[src/rtl/queue_ip_fetcher.sv]
// queue_ip_fetcher: pops packets from the ingress FIFO, captures each packet's
// source IP, issues a one-cycle lookup strobe to the queue matcher and reports
// the resulting priority class downstream over a valid/ready handshake.
module queue_ip_fetcher #(
    parameter int unsigned SRC_IP_WORD = 3,
    parameter int unsigned CNT_W       = 16
) (
    input  logic             clk,
    input  logic             rst,
    input  logic             in_empty,
    input  logic [31:0]      in_data,
    input  logic             in_sop,
    input  logic             in_eop,
    output logic             in_rd_en,
    output logic             fifo_out,
    output logic [31:0]      fifo_temp_source_ip,
    input  logic             match,
    output logic             class_valid,
    output logic             class_hi,
    input  logic             class_ready,
    output logic [CNT_W-1:0] hi_count,
    output logic [CNT_W-1:0] lo_count,
    output logic             err_pkt
);

    localparam int unsigned    IDX_W     = $clog2(SRC_IP_WORD + 2);
    localparam logic [IDX_W-1:0] IP_IDX  = IDX_W'(SRC_IP_WORD);
    localparam logic [IDX_W-1:0] IDX_SAT = IDX_W'(SRC_IP_WORD + 1);
    localparam bit             IP_AT_SOP = (SRC_IP_WORD == 0);

    typedef enum logic [2:0] {
        S_IDLE,
        S_HDR,
        S_DRAIN,
        S_LOOKUP,
        S_WAIT,
        S_REPORT
    } state_t;

    state_t           r_state;
    logic [IDX_W-1:0] r_idx;
    logic [31:0]      r_ip;
    logic             r_fifo_out;
    logic             r_class_valid;
    logic             r_class_hi;
    logic [CNT_W-1:0] r_hi_count;
    logic [CNT_W-1:0] r_lo_count;
    logic             r_err_pkt;

    logic             w_fetch_state;
    logic [IDX_W-1:0] w_idx_inc;

    // Word index advance, saturating one past the IP word so long packets never wrap
    assign w_idx_inc = (r_idx == IDX_SAT) ? r_idx : r_idx + IDX_W'(1);

    // Pop only while collecting packet words; lookup/report phases backpressure the FIFO
    assign w_fetch_state = (r_state == S_IDLE) || (r_state == S_HDR) || (r_state == S_DRAIN);
    assign in_rd_en      = rst && w_fetch_state && !in_empty;

    // Packet parsing, lookup sequencing, class handshake and counters
    always_ff @(posedge clk or negedge rst) begin
        if (!rst) begin
            r_state       <= S_IDLE;
            r_idx         <= '0;
            r_ip          <= '0;
            r_fifo_out    <= 1'b0;
            r_class_valid <= 1'b0;
            r_class_hi    <= 1'b0;
            r_hi_count    <= '0;
            r_lo_count    <= '0;
            r_err_pkt     <= 1'b0;
        end else begin
            r_fifo_out <= 1'b0;
            r_err_pkt  <= 1'b0;
            case (r_state)
                S_IDLE, S_HDR, S_DRAIN: begin
                    if (in_rd_en) begin
                        if (in_sop) begin
                            // A new SOP mid-packet abandons the current packet
                            if (r_state != S_IDLE) begin
                                r_err_pkt <= 1'b1;
                            end
                            r_idx <= '0;
                            if (IP_AT_SOP) begin
                                r_ip <= in_data;
                            end
                            if (in_eop) begin
                                if (IP_AT_SOP) begin
                                    r_state    <= S_LOOKUP;
                                    r_fifo_out <= 1'b1;
                                end else begin
                                    // Single-word packet ended before its IP word
                                    r_state   <= S_IDLE;
                                    r_err_pkt <= 1'b1;
                                end
                            end else begin
                                r_state <= IP_AT_SOP ? S_DRAIN : S_HDR;
                            end
                        end else if (r_state == S_HDR) begin
                            r_idx <= w_idx_inc;
                            if (w_idx_inc == IP_IDX) begin
                                r_ip <= in_data;
                                if (in_eop) begin
                                    r_state    <= S_LOOKUP;
                                    r_fifo_out <= 1'b1;
                                end else begin
                                    r_state <= S_DRAIN;
                                end
                            end else if (in_eop) begin
                                // Packet ended before the IP word: drop it
                                r_state   <= S_IDLE;
                                r_err_pkt <= 1'b1;
                            end
                        end else if (r_state == S_DRAIN) begin
                            r_idx <= w_idx_inc;
                            if (in_eop) begin
                                r_state    <= S_LOOKUP;
                                r_fifo_out <= 1'b1;
                            end
                        end
                        // Non-SOP words popped in IDLE are discarded
                    end
                end
                S_LOOKUP: begin
                    r_state <= S_WAIT;
                end
                S_WAIT: begin
                    r_class_hi    <= match;
                    r_class_valid <= 1'b1;
                    r_state       <= S_REPORT;
                end
                S_REPORT: begin
                    if (class_ready) begin
                        r_class_valid <= 1'b0;
                        r_state       <= S_IDLE;
                        if (r_class_hi) begin
                            if (r_hi_count != {CNT_W{1'b1}}) begin
                                r_hi_count <= r_hi_count + CNT_W'(1);
                            end
                        end else begin
                            if (r_lo_count != {CNT_W{1'b1}}) begin
                                r_lo_count <= r_lo_count + CNT_W'(1);
                            end
                        end
                    end
                end
                default: begin
                    r_state <= S_IDLE;
                end
            endcase
        end
    end

    assign fifo_out            = r_fifo_out;
    assign fifo_temp_source_ip = r_ip;
    assign class_valid         = r_class_valid;
    assign class_hi            = r_class_hi;
    assign hi_count            = r_hi_count;
    assign lo_count            = r_lo_count;
    assign err_pkt             = r_err_pkt;

endmodule
[config.mk]
export PLATFORM = sky130hd
export DESIGN_NAME = queue_ip_fetcher
export DESIGN_NICKNAME = d
export VERILOG_FILES = /design/src/rtl/queue_ip_fetcher.sv
export SDC_FILE = /design/constraint.sdc
export NUM_CORES = 1
export LEC_CHECK = 0
export CORE_MARGIN = 2
export CORE_UTILIZATION = 30
export DETAILED_ROUTE_END_ITERATION = 8
export MAX_ROUTING_LAYER = met4
export PLACE_DENSITY = 0.66
export SLEW_MARGIN = 20
export SYNTH_ARGS = -nofsm -noshare
export SYNTH_HDL_FRONTEND = slang
export SYNTH_SLANG_ARGS = --single-unit
[constraint.sdc]
create_clock -name clk -period 2 [get_ports clk]
set_input_delay 0.3 -clock clk [delete_from_list [all_inputs] [get_ports clk]]
set_output_delay 0.3 -clock clk [all_outputs]
set_load 0.01 [all_outputs]
Word-level counts from Yosys, hierarchy flattened
Cells that the tools add are included.
- add/subtract/negate cells: 3
- eq/ne operators: 14
- multiplexer cells: 31
- bitwise operators: 2
- reduce and logical (&&, ||, !) cells: 16
- operator list (operator ; count):
    $mux W3 ; 12
    $add A16 B1 Y16 const B ; 2
    $ne A16 B16 Y1 const B ; 2
    $mux W1 ; 17
    $ne A4 B4 Y1 const B ; 3
    $pmux W3 S4 ; 1
    $reduce_and A5 Y1 ; 2
    $eq A3 B2 Y1 const B ; 3
    $eq A3 B3 Y1 const B ; 3
    $reduce_and A4 Y1 ; 2
    $reduce_bool A3 Y1 ; 2
    $ne A2 B2 Y1 const B ; 2
    $add A3 B1 Y3 const B ; 1
    $eq A3 B1 Y1 const B ; 1
    $logic_not A3 Y1 ; 1
    $reduce_and A3 Y1 ; 1
    $reduce_or A3 Y1 ; 1
    $logic_and A1 B1 Y1 ; 2
    $logic_or A1 B1 Y1 ; 2
    $not A1 Y1 ; 2
    $pmux W1 S2 ; 1
    $reduce_and A2 Y1 ; 1
    $reduce_bool A2 Y1 ; 1
    $logic_not A1 Y1 ; 1
- register bits: 74
- bits of input ports: 39

Longest topological paths before layout
Gate-level depths: netlist (run 1).
- depth after elaboration: 8
- gate-level depth with buffers: 8

Worst setup path before layout (run 1)
OpenSTA, ideal clock, no wires.
- path kind: register -> register
- from: reg r_idx[0]
- to: reg r_ip[0], in the netlist fifo_temp_source_ip[0]
- library setup time: 125 ps
- arrival time: 2083 ps
- data required time: 1875 ps
- path slack: -208 ps
- stages on the path, launching flop included: 9
- path buffers: 2
- path through: dfrtp_1 -> inv_1 -> ha_1 -> and3b_1 -> o21ai_0 -> or4b_1 -> buf_2 -> buf_6 -> mux2_4
- longest elaborated chain between the ends: 4
- elaborated cells on any way between the ends: 5
- those cells by class: add/sub (1); eq/ne (2); mux (1); reduce/logical (1)
- RTL lines (what ; RTL line ; text):
    from (decl) ; 41 ; logic [IDX_W-1:0] r_idx;
    from (signal assigned) ; 100 ; r_idx <= w_idx_inc;
    from (signal assigned) ; 115 ; r_idx <= w_idx_inc;
    $add A3 B1 Y3 or $eq A3 B3 Y1 (tied branches) ; 54 ; assign w_idx_inc = (r_idx == IDX_SAT) ? r_idx : r_idx + IDX_W'(1);
    $mux W3 (*) ; 54 ;
    $eq A3 B2 Y1 (*) ; 101 ; if (w_idx_inc == IP_IDX) begin
    $reduce_and A5 Y1 (no line) (*) ; n/a ;
    to (signal assigned) ; 85 ; r_ip <= in_data;
    to (signal assigned) ; 102 ; r_ip <= in_data;
    to (decl) ; 42 ; logic [31:0] r_ip;
Every way passes the cells marked *; elsewhere a longest branch is shown, timed or not.
A chain may end at the register's enable or synchronous reset.

Final worst setup path (run 1)
- from: in in_empty
- to: reg r_ip[24], in the netlist fifo_temp_source_ip[24]
- longest elaborated chain between the ends: 3
- RTL lines (what ; RTL line ; text):
    from (decl) ; 10 ; input logic in_empty,
    $logic_not A1 Y1 ; 58 ; assign in_rd_en = rst && w_fetch_state && !in_empty;
    $logic_and A1 B1 Y1 ; 58 ;
    $reduce_and A5 Y1 (no line) ; n/a ;
Every way passes these cells.

==> impl_metrics.yaml, run 1 <==
drt:
  dr.pass1.iters: 6
  via_per_inst: 4.87
  wl_met2_um: 4160
  dr_wl_met3_um: 425
  wl_met1_um: 3870
  antenna_left: 0
  wl_um: 8600
  vias: 2827
  maxUsedRoutingLayer: "met4"
  routedWlPerCell_um: 14.8
  drtIter0Drc: 109
  drc: 9
clock_network:
  clk_pin_slew_worst_paths_ns: 0.06
  cts_max_level: 3
  cts-root-buf: "clkbuf_16"
  cts_buffer_depth: 2
  cts_num_sinks: 74
  numCtsBuffers: 9
  insertion_delay_ns: 0.34
  cts_tree: "built"
  hold_buffers: 0
timing:
  final.min_clock_period_ns: 2.11
  timing.final.hold_violations: 0
  tns_ns: -2.95
  timing.hold.ws_ns: 0.187
  fmax_mhz: 474
  slew_headroom: 0.372
  worst_pin_slew_ns: 0.942
  fin_ws_ns: -0.109
  rsz0062_at_grt: "yes"
  fin_crit_sh: 1.05
  clock_skew_ns: 0.00661
  slew_violations: 0
  finalSetupViolations: 32
placed_design:
  place_inst: 562
  place_congestion: 0.825
  dp_slack_ns: -0.540
  hpwl_um: 6070
  io_buffers: 107
  placed_area_mm2: 0.00503
global_route:
  antenna_found_initial: 0
  grt_max_degree: 75
  grt_use_total: 0.148
  overflow: 0
  grt_pass1_vias: 2900
  grt_pass1_wl_um: 14400
worst_setup_path:
  arrival_ns: 2.33
  path_buf_inv: 2
  cp_max_fo: 8
  cp_slowest_stage_delay_ns: 0.60
  path_class: "in2reg"
  cp_slowest_cell: "or4b_4"
  cp-start-kind: "primary input"
  required_ns: 2.22
  crit_family: "simple AND/OR/NAND/NOR gates"
  path_cells: "clkdlybuf4s50_1 > nand2b_1 > or3_4 > or4b_4 > clkbuf_16 > mux2_4"
  end_kind: "flip-flop"
final_layout:
  layout-drive-gt1-share: 0.233
  nFillCells: 1059
  ff_latch_area_mm2: 0.00185
  multi_input_area_mm2: 0.00164
  fin_cells: 581
  num_antenna_cells: 0
  design_area_mm2: 0.00541
  num-nets-final: 477
  area_growth_pct: 51.4
synthesis:
  synth_top_family_by_area: "multiplexers"
  ys_seq_elements: 74
  synth_fa_ha_area_frac: 0.0175
  yosys_warnings: 0
  synth_top_area_share: 0.518
  netlist_instances: 291
  yosys.area_share.simple: 0.147
  netlist_top_cells_count: "74 x dfrtp_1, 30 x mux2_4, 15 x xnor2_1, 14 x nand2_1, 12 x xor2_1"
  synth_async_sr_flop_share: 1.00
  ys_seq_area_frac: 0.518
  synth.largest_area_cell: "dfrtp_1"
  synthMuxAreaShare: 0.160
  syn-cell-area_mm2: 0.00357
  synth_area_per_cell_um2: 12.3
  synth_most_common_cell: "dfrtp_1"
  synth_edf_count: 0
  synth_compound_area_frac: 0.0630
  synth.net_count: 335
  ys_top_cells_by_area: "dfrtp_1 52%, mux2_4 13%, xnor2_1 3.7%"
  synthFlopType: "dfrtp_1"
  synth_cell_types: 49
  synth-xor-area-share: 0.0662
die:
  core_area_mm2: 0.0115
  start_util: 0.310
  die_y_um: 113
  placement_rows: 39
  io-pin-count: 108
  die_width_um: 113
  die_area_mm2: 0.0128
run:
  maxCapViolCount: 0
power:
  powerDensity_mw_per_mm2: 1150
  vdd_ir_drop_max_mv: 0.522
  leakage_nw: 2.49
hold_path:
  min_path_type: "in2async"
status:
  status: "complete, but fails checks"
  violations: "design-rule violations, negative setup slack"
## worst register-to-register path: cells and delay by family (launching register included)
kind	cells	cell delay, ns
flops	1	0.39
fa+ha+maj	1	0.16
compound gates	1	0.07
mux	1	0.30
simple gates	2	0.77
buf+inv	2	0.28
## power breakdown
part           total [mW]  switching [mW]  internal (mW)
Sequential           2.22           0.303           1.91
Clock                1.77           0.666           1.10
Combinational        2.26           0.800           1.46
## metal layers
| layer | up-vias | GRT usage |
|---|---|---|
| li1 | 1353 | - |
| met1 | 1389 | 0.179 |
| met2 | 71 | 0.236 |
| met3 | 14 | 0.0343 |
| met4 | 0 | 0.0642 |
| met5 | - | - |
## registers in the layout, summed over array words and instances, names as in the netlist, 3 cells and up
name	cells
fifo_temp_source_ip	32
hi_count	16
lo_count	16
r_idx	3
r_state	3
## layout by cell type, fill, tap and decap left out, drive strengths merged, types with 3 or more instances in the layout
master and instances:
nand3 8, xnor2 15, clkinv 3, nor3b 3, nor2 6, nor4 11
and3 6, clkbuf 10, clkdlybuf4s50 105, inv 11, nand2 14, nand2b 3
or2 3, and4 4, a211oi 3, and2 3, ha 5, a21oi 7
mux2 38, o21ai 8, mux2i 3, dfrtp 74, nor3 9, o211ai 3
nand4 10, xor2 12, buf 36
## metrics by stage
| stage | utilization | power, mW |
|---|---|---|
| after floorplan | - | 3.26 |
| after global placement | 0.436 | 4.42 |
| after detailed placement | 0.436 | 4.48 |
| after CTS | 0.467 | 6.31 |
| after global routing | 0.470 | 6.59 |
| final | 0.470 | 6.24 |
## cells by family after synthesis
group / after synthesis
adder cells (fa/ha/maj): 5
AO/OA/AOI/OAI: 34
flip-flops: 74
XOR/XNOR: 27
multiplexers: 41
AND/OR/NAND/NOR: 89
buffers and inverters: 21
## area by class of cell
| type | instances | share of cell area |
|---|---|---|
| clock buffer | 9 | 0.0416 |
| clock inverter | 7 | 0.0190 |
| inverter | 10 | 0.00693 |
| multi-input combinational | 196 | 0.303 |
| sequential | 74 | 0.342 |
| tap | 143 | 0.0331 |
| timing repair buffer | 142 | 0.254 |
## final timing paths
kind                       slack, ns  cells past startpoint                    start                             endpoint
max                            -0.11                      6                 in_empty  fifo_temp_source_ip[24]$_DFFE_PN0P_
min                             0.19                      2                      rst                 r_idx[2]$_DFFE_PN0P_
max reg2reg                    -0.09                      7     r_idx[0]$_DFFE_PN0P_  fifo_temp_source_ip[24]$_DFFE_PN0P_
min reg2reg                     0.49                      1  hi_count[9]$_DFFE_PN0P_              hi_count[9]$_DFFE_PN0P_
max in group asynchronous       1.17                      2                      rst              lo_count[0]$_DFFE_PN0P_
min in group clk                0.46                      5                      rst                    err_pkt$_DFF_PN0_
## what timing repair did
action | 4_1_cts | 5_1_grt
cloned | 1 | 1
pin swaps | 0 | 3
gates resized for setup | 8 | 1
setup endpoints to repair | 33 | 33
setup buffers | 0 | 1
Note: power is estimated with default switching activity, not from simulation.
==> run 2: changes to the inputs <==
--- a/config.mk
+++ b/config.mk
@@ -5,11 +5,10 @@
 export SDC_FILE = /design/constraint.sdc
 export NUM_CORES = 1
 export LEC_CHECK = 0
-export CORE_MARGIN = 2
 export CORE_UTILIZATION = 30
 export DETAILED_ROUTE_END_ITERATION = 8
 export MAX_ROUTING_LAYER = met4
-export PLACE_DENSITY = 0.66
+export PLACE_DENSITY = 0.53
 export SLEW_MARGIN = 20
 export SYNTH_ARGS = -nofsm -noshare
 export SYNTH_HDL_FRONTEND = slang
==> constraint.sdc (replaced) <==
create_clock -name clk -period 2 [get_ports clk]
set_input_delay 0.4 -clock clk [delete_from_list [all_inputs] [get_ports clk]]
set_output_delay 0.4 -clock clk [all_outputs]
set_load 0.01 [all_outputs]
==> impl_metrics.yaml, run 2 (synthesized netlist as in run 1, its figures left out) <==
final_layout:
  num-nets-final: 482
  ff_latch_area_mm2: 0.00185
  largest_reg_flops: 32
  multi_input_area_mm2: 0.00165
  num_antenna_cells: 0
  final_common_cell: "clkdlybuf4s50_1"
  final_util: 0.475
  final_cell_mix: "104 x clkdlybuf4s50_1, 73 x dfrtp_1, 38 x buf_4"
  area_growth_pct: 53.0
  layout-drive-gt1-share: 0.248
  nFillCells: 1061
die:
  start_util: 0.310
  core_area_mm2: 0.0115
  placement_rows: 39
  die_area_mm2: 0.0124
  io-pin-count: 108
  die_y_um: 111
  die_width_um: 111
drt:
  via_per_inst: 4.72
  dr.pass1.iters: 7
  wl_um: 8710
  vias: 2764
  drc: 20
  antenna_left: 0
  routedWlPerCell_um: 14.9
  drtIter0Drc: 111
placed_design:
  place_congestion: 0.775
  io_buffers: 107
  hpwl_um: 6330
power:
  leakage_nw: 2.52
  power_mw: 6.35
  vdd_ir_drop_max_mv: 0.409
  powerDensity_mw_per_mm2: 1160
clock_network:
  cts-root-buf: "clkbuf_16"
  insertion_delay_ns: 0.33
  numCtsBuffers: 9
  cts_max_level: 3
  cts_num_sinks: 74
  cts_setup_buffers: 0
  cts_tree: "built"
  clk_pin_slew_worst_paths_ns: 0.06
  cts_buffer_depth: 2
  hold_buffers: 0
timing:
  fin_crit_sh: 1.04
  clock_skew_ns: 0.00463
  fmax_mhz: 481
  rsz0062_at_grt: "yes"
  worst_pin_slew_ns: 0.502
  final.min_clock_period_ns: 2.08
  timing.final.hold_violations: 0
  slew_violations: 0
  finalSetupViolations: 32
  fin_ws_ns: -0.0795
  slew_headroom: 0.665
worst_setup_path:
  worst_r2r_endpoint: "fifo_temp_source_ip[6]$_DFFE_PN0P_"
  required_ns: 2.21
  worst_r2r_path_depth: 5
  r2r-start: "r_state[1]$_DFFE_PN0P_"
  end_kind: "flip-flop"
  arrival_ns: 2.29
  path_class: "reg2reg"
  cp_max_fo: 16
  reg2reg_slack_ns: -0.08
  cp-start-kind: "flip-flop"
status:
  status: "complete, but fails checks"
  violations: "design-rule violations, negative setup slack"
global_route:
  grt_pass1_vias: 2770
  overflow: 0
  grt_max_degree: 41
  antenna_found_initial: 0
  grt_pass1_wl_um: 14500
  grt_use_total: 0.155
run:
  maxCapViolCount: 0
hold_path:
  min_path_type: "in2async"
[run 2: cell count changes in the layout (fill, tap and decap cells not counted), sizes merged]
cell | previous run | this run
clkinv | 3 | 2
dlygate4sd2 | 0 | 1
bufinv | 2 | 3
clkdlybuf4s50 | 105 | 104
clkbuf | 10 | 9
buf | 36 | 42
[run 2: what timing repair did]
action                                 4_1_cts  5_1_grt
cloned                                       1        0
gates resized for setup                      8        5
pin swaps                                    0        2
setup endpoints to repair                   33       36
endpoints found under the hold margin        0        0
[run 2: worst max path at each step]
stage | startpoint | to | slack (ns) | cells past startpoint
5_1_grt | r_state[1]$_DFFE_PN0P_ | fifo_temp_source_ip[2]$_DFFE_PN0P_ | -0.12 | 5
6_report | r_state[1]$_DFFE_PN0P_ | fifo_temp_source_ip[6]$_DFFE_PN0P_ | -0.08 | 5
3_5_place_dp | in_empty | fifo_temp_source_ip[0]$_DFFE_PN0P_ | -0.65 | 6
2_1_floorplan | in_empty | fifo_temp_source_ip[0]$_DFFE_PN0P_ | -0.09 | 6
3_3_place_gp | in_empty | fifo_temp_source_ip[1]$_DFFE_PN0P_ | -0.64 | 6
4_1_cts | r_idx[0]$_DFFE_PN0P_ | fifo_temp_source_ip[6]$_DFFE_PN0P_ | -0.10 | 7
[run 2: power by group]
| group | total (mW) | switching [mW] | internal, mW |
|---|---|---|---|
| clock network | 1.86 | 0.639 | 1.22 |
| logic | 2.28 | 0.810 | 1.47 |
| registers | 2.22 | 0.300 | 1.92 |
[run 2: routing by layer]
layer / wire (µm) / global-route usage / up-vias
li1: - / - / 1359
met1: 4220 / 0.211 / 1330
met2: 3950 / 0.224 / 64
met3: 391 / 0.0284 / 11
met4: 146 / 0.0676 / 0
met5: 0 / - / -
[run 2: layout make-up]
| cell class | count | share of cell area |
|---|---|---|
| sequential | 74 | 0.339 |
| multi-input combinational | 196 | 0.302 |
| timing repair buffer | 147 | 0.257 |
| clock buffer | 9 | 0.0412 |
| tap | 143 | 0.0327 |
| clock inverter | 7 | 0.0213 |
| inverter | 10 | 0.00686 |
[run 2: per-stage QoR]
step	worst slack (ns)	area (µm²)	instances	hold slack, ns	TNS (ns)
after floorplan	-0.0927	3620	291	0.104	-2.78
after global placement	-0.639	5090	569	0.470	-21.41
after detailed placement	-0.646	5090	569	0.472	-21.68
after CTS	-0.105	5450	586	0.225	-2.99
after global routing	-0.122	5470	586	0.249	-3.46
final	-0.0795	5470	586	0.211	-2.12
[run 2: critical path, stage by stage (launching register included)]
cell     delay (ns)
dfrtp_1        0.38
and2_4         0.16
or3_4          0.33
or4b_4         0.58
buf_12         0.19
mux2_4         0.30
==> run 3: changes to the inputs <==
--- a/config.mk
+++ b/config.mk
@@ -9,7 +9,6 @@
 export DETAILED_ROUTE_END_ITERATION = 8
 export MAX_ROUTING_LAYER = met4
 export PLACE_DENSITY = 0.53
-export SLEW_MARGIN = 20
 export SYNTH_ARGS = -nofsm -noshare
 export SYNTH_HDL_FRONTEND = slang
 export SYNTH_SLANG_ARGS = --single-unit
==> results of run 3 <==
The final DEF is identical to that of run 2; final timing and power are the same.
==> RTL change 1: new RTL, config.mk and constraints of run 2 <==
Make the reset (`rst`) synchronous in one clocked block.
--- a/src/rtl/queue_ip_fetcher.sv
+++ b/src/rtl/queue_ip_fetcher.sv
@@ -59,5 +59,5 @@
 
     // Packet parsing, lookup sequencing, class handshake and counters
-    always_ff @(posedge clk or negedge rst) begin
+    always_ff @(posedge clk) begin
         if (!rst) begin
             r_state       <= S_IDLE;
Check against the original RTL: differs if rst is asserted again (counterexample within 4 cycles, from zero or initial values and one cycle with rst low); with rst held inactive, the same outputs for 10 cycles.
==> RTL change 1 against run 2 <==
The flow finishes with violations (negative setup slack); sequential share of layout area shrank 6.5 points; global-route usage increased by 0.99 points; setup slack worse by 0.0012 ns; via count up 29%; synthesized cell count is 43% higher; wire length grew 19%; core utilization rose by 2.4 points; non-clock buffer count is 22 higher; synthesized area is 6.1% lower; design area is 0.59% lower; critical path depth grew 2; sequential cell count unchanged.
Power is not compared: it rests on default switching activity, and its combinational part moved more than twofold at a synthesized area within 25%.
==> RTL change 1: results (changes against run 2) <==
via count=3553 (+29%); slowest CP cell=or4_4; Sw Pwr=approximately 680 uW; Inst Count DP=700 (+23%); Reg clk slew, reported paths=0.08 ns (+0.02 ns); asr flop ratio synth=0 (-1.00); total routed wirelength=10.4 mm (+19%); HPWL Detailed=6.59 mm (+4.1%); outcome=complete, but fails checks; initial drt markers=119 (+7.2%); post-route clock period utilization=1.04 (about the same); Slowest Stage Delay on Critical Path=0.65 ns (+0.07 ns); root buffer cell=clkbuf_8; P_leak=0.00187 uW; Final Net Count=623 (+29%); clk_skew=0.0160 ns (+0.0114 ns); Synth area leaders=dfxtp_1 44%, nand2_1 11%, a21oi_1 7.2%; Avg Cell Area, Syn=8.05 um2 (-34%); critical path peak fanout=8 (-8); WL/cell=14.3 um (-3.5%); largest net degree at the start of global routing=33 (-20%); post-synthesis sequential area ratio=0.441 (-0.0767); first-pass GRT wire length=14.9 mm (+2.7%); Synth cell types=55 (+12%); failing checks=negative setup slack; Worst EP arrival=2.31 ns (+0.02 ns); vias in the first global route=3228 (+17%); Clk pwr share=0.430; Commonest cells post-synth=94 x nand2_1, 74 x dfxtp_1, 48 x a21oi_1; yosys warns=0 (unchanged); first drt pass iteration count=4 (-3); clk_lat worst skew=0.35 ns (+0.02 ns); family with the most delay on the worst path=simple AND/OR/NAND/NOR gates; endpoints failing setup=32 (unchanged); syn nets=460 (+37%); share of cells above drive strength 1=0.226 (-0.0223); worst setup margin=-0.0807 ns (-0.00116 ns); H-tree depth=3 (unchanged); Final GP Congestion=0.801 (+3.3%); GRT Total Usage=0.165 (+0.00985); placed inst area=4950 um2 (-2.6%); HP Class=reg2reg
-- RTL change 1: cells by family after synthesis --
logic type                 count (synthesis)  synth area share
muxes                                      6            0.0179
buffers and inverters                     30            0.0436
adders and majority gates                  4            0.0149
DFF                                       74             0.441
xor gates and xnor gates                  13            0.0339
and+or+nand+nor                          200             0.287
AOI/OAI and AO/OA                         90             0.161
-- RTL change 1: through the flow --
stage	setup WS, ns	hold slack, ns	setup TNS (ns)
after floorplan	-0.0651	0.475	-1.95
after global placement	-0.309	0.438	-12.49
after detailed placement	-0.335	0.443	-13.18
after CTS	-0.116	0.455	-3.09
after global routing	-0.141	0.482	-3.83
final	-0.0807	0.462	-1.76
-- RTL change 1: final timing paths --
kind	from	to	slack [ns]	cells past startpoint
worst max register to register	r_idx[0]	fifo_temp_source_ip[20]	-0.08	7
worst min register to register	fifo_temp_source_ip[17]	fifo_temp_source_ip[17]	0.46	2
worst max-delay path	r_idx[0]	fifo_temp_source_ip[20]	-0.08	7
worst min-delay path	fifo_temp_source_ip[17]	fifo_temp_source_ip[17]	0.46	2
-- RTL change 1: worst min-delay path: cells and delay by family (launching register included) --
family           cells  cell delay, ns
flip-flops           1            0.32
AO/OA/AOI/OAI        1            0.05
AND/OR/NAND/NOR      1            0.05
-- RTL change 1: area by class of cell --
cell class	count	area [um2]
clock buffer	10	138
inverter	10	40.0
fill	1119	5450
tap	140	175
sequential	74	1490
clock inverter	5	78.8
multi-input combinational	316	1920
timing repair buffer	169	1590
-- RTL change 1: routing by layer --
layer,track usage,part of all wire
met1,0.205,0.46
met2,0.267,0.47
met4,0.0382,0.0067
met3,0.0430,0.058
met5,-,0
-- RTL change 1: repair_timing --
item	4_1_cts	5_1_grt
buffers inserted	0	3
pin swaps	6	28
resized for setup	4	49
setup endpoints to repair	33	42
cloned	0	6
==> RTL change 2: new RTL, config.mk and constraints of run 2 <==
Without the edit above. Set the parameter `CNT_W` to 32 (it was 16).
--- a/src/rtl/queue_ip_fetcher.sv
+++ b/src/rtl/queue_ip_fetcher.sv
@@ -4,5 +4,5 @@
 module queue_ip_fetcher #(
     parameter int unsigned SRC_IP_WORD = 3,
-    parameter int unsigned CNT_W       = 16
+    parameter int unsigned CNT_W       = 32
 ) (
     input  logic             clk,
Ports: changed (resized hi_count and lo_count); port bits go from 108 to 140. No check against the original RTL was run, so the function may have changed too.
==> RTL change 2 against run 2 <==
The flow finishes with violations (negative setup slack); power up 11%; sequential cell count grew 32; highest routed layer unchanged; synthesized area increased by 43%; die area up 42%; wire length is 57% higher; setup slack worse by 0.020 ns; design area up 45%; clock power fell by 4%; count of clock-buffer cells in the layout did not move.
==> RTL change 2: results (changes against run 2) <==
initial drt markers=239 (+120%); endpoints failing setup=32 (unchanged); outcome=complete, but fails checks; routed wl met2=6.79 mm (+72%); first drt pass iteration count=4 (-3); failing checks=negative setup slack; via count=4150 (+50%); Max-slew headroom=0.604 (-0.0614); HPWL Detailed=9.73 mm (+54%); syn nets=477 (+42%); worst reg2reg startpoint=r_idx[1]; DR WL met3=443 um (+13%); Synth Area in Adders=0.0123 (-0.00523); Met1 Wirelength=6.25 mm (+48%); Sw Pwr=2150 uW (+23%); total routed wirelength=13.7 mm (+57%); Final Net Count=709 (+47%); I/O Buffers=139 (+30%); first-pass GRT wire length=21.8 mm (+50%); final-layout fill cell count=1550 (+46%); Synth cell types=51 (+4.1%); clk_skew=0.00976 ns (+0.00513 ns); reg2reg end=fifo_temp_source_ip[20]; Setup TNS=-2.66 ns (-0.543 ns); Post-Synth XOR/XNOR Area=0.106 (+0.0403); worst setup margin=-0.0991 ns (-0.0196 ns)
[RTL change 2: cell types whose count changed in the layout (fill, tap and decap cells not counted), sizes merged, moves of 4 or more]
cell and delta:
xor2 +14, nand3 +16, nor2 +21, dfrtp +32, buf +52, and4 +7
or4 +4, clkdlybuf4s50 +32, nor3 +5, xnor2 +21, nand4 +14, nor4 -4
nand2 +22
[RTL change 2: worst max path at each step]
stage                startpoint                      end  slack [ns]
global route           r_idx[1]   fifo_temp_source_ip[5]       -0.16
floorplan              r_idx[0]   fifo_temp_source_ip[0]       -0.09
CTS                    r_idx[1]  fifo_temp_source_ip[24]       -0.11
finish                 r_idx[1]  fifo_temp_source_ip[20]        -0.1
detailed placement     in_empty  fifo_temp_source_ip[10]       -0.41
global placement    class_ready             hi_count[11]       -0.38
[RTL change 2: repair_timing]
item                                   CTS  global route
setup endpoints to repair               37            48
endpoints found under the hold margin    0             0
pin swaps                                4            10
cloned                                   2             1
setup buffers                            2             6
resized for setup                        9            19
[RTL change 2: metal layers]
metal	up-vias	global-route usage
met3	12	0.0292
met1	2054	0.203
met2	77	0.267
li1	2007	-
met4	0	0.0568
met5	-	-
[RTL change 2: layout make-up]
cell class | count | area (um2) | area share
Tap cell | 220 | 275 | 0.0348
Multi-Input combinational cell | 305 | 2450 | 0.310
Clock inverter | 7 | 66.3 | 0.00838
Inverter | 9 | 33.8 | 0.00427
Sequential cell | 106 | 2660 | 0.336
Timing Repair Buffer | 234 | 2200 | 0.278
Clock buffer | 9 | 225 | 0.0285
[RTL change 2: stage by stage]
step	cells	utilization	hold WS [ns]
finish	890	0.477	0.125
global route	890	0.477	0.199
CTS	883	0.468	0.174
detailed placement	863	0.444	0.470
global placement	863	0.444	0.469
floorplan	433	-	0.104
[RTL change 2: critical path: stages, from the launching register on]
cell       delay (ns)
dfrtp_1          0.38
inv_2            0.07
ha_4             0.16
and3b_2          0.24
o21ai_2          0.07
or4_4            0.46
buf_12           0.16
clkbuf_16        0.16
mux2_4           0.29
[RTL change 2: power by group through the flow]
stage                     registers, uW  logic [uW]  clock network, uW
after floorplan                    2950         926                  0
after global placement             2790        2350                  0
after detailed placement           2790        2410                  0
after CTS                          2760        2480               1850
after global routing               2830        2720               1930
final                              2780        2510               1790
[RTL change 2: cell families (layout without fill, tap and decap cells)]
logic type               after synthesis  after routing
XOR/XNOR                              62             62
AND/OR/NAND/NOR                      173            173
multiplexers                          38             38
buffers and inverters                 22            259
flip-flops                           106            106
adder cells (fa/ha/maj)                5              5
AO/OA/AOI/OAI                         27             27
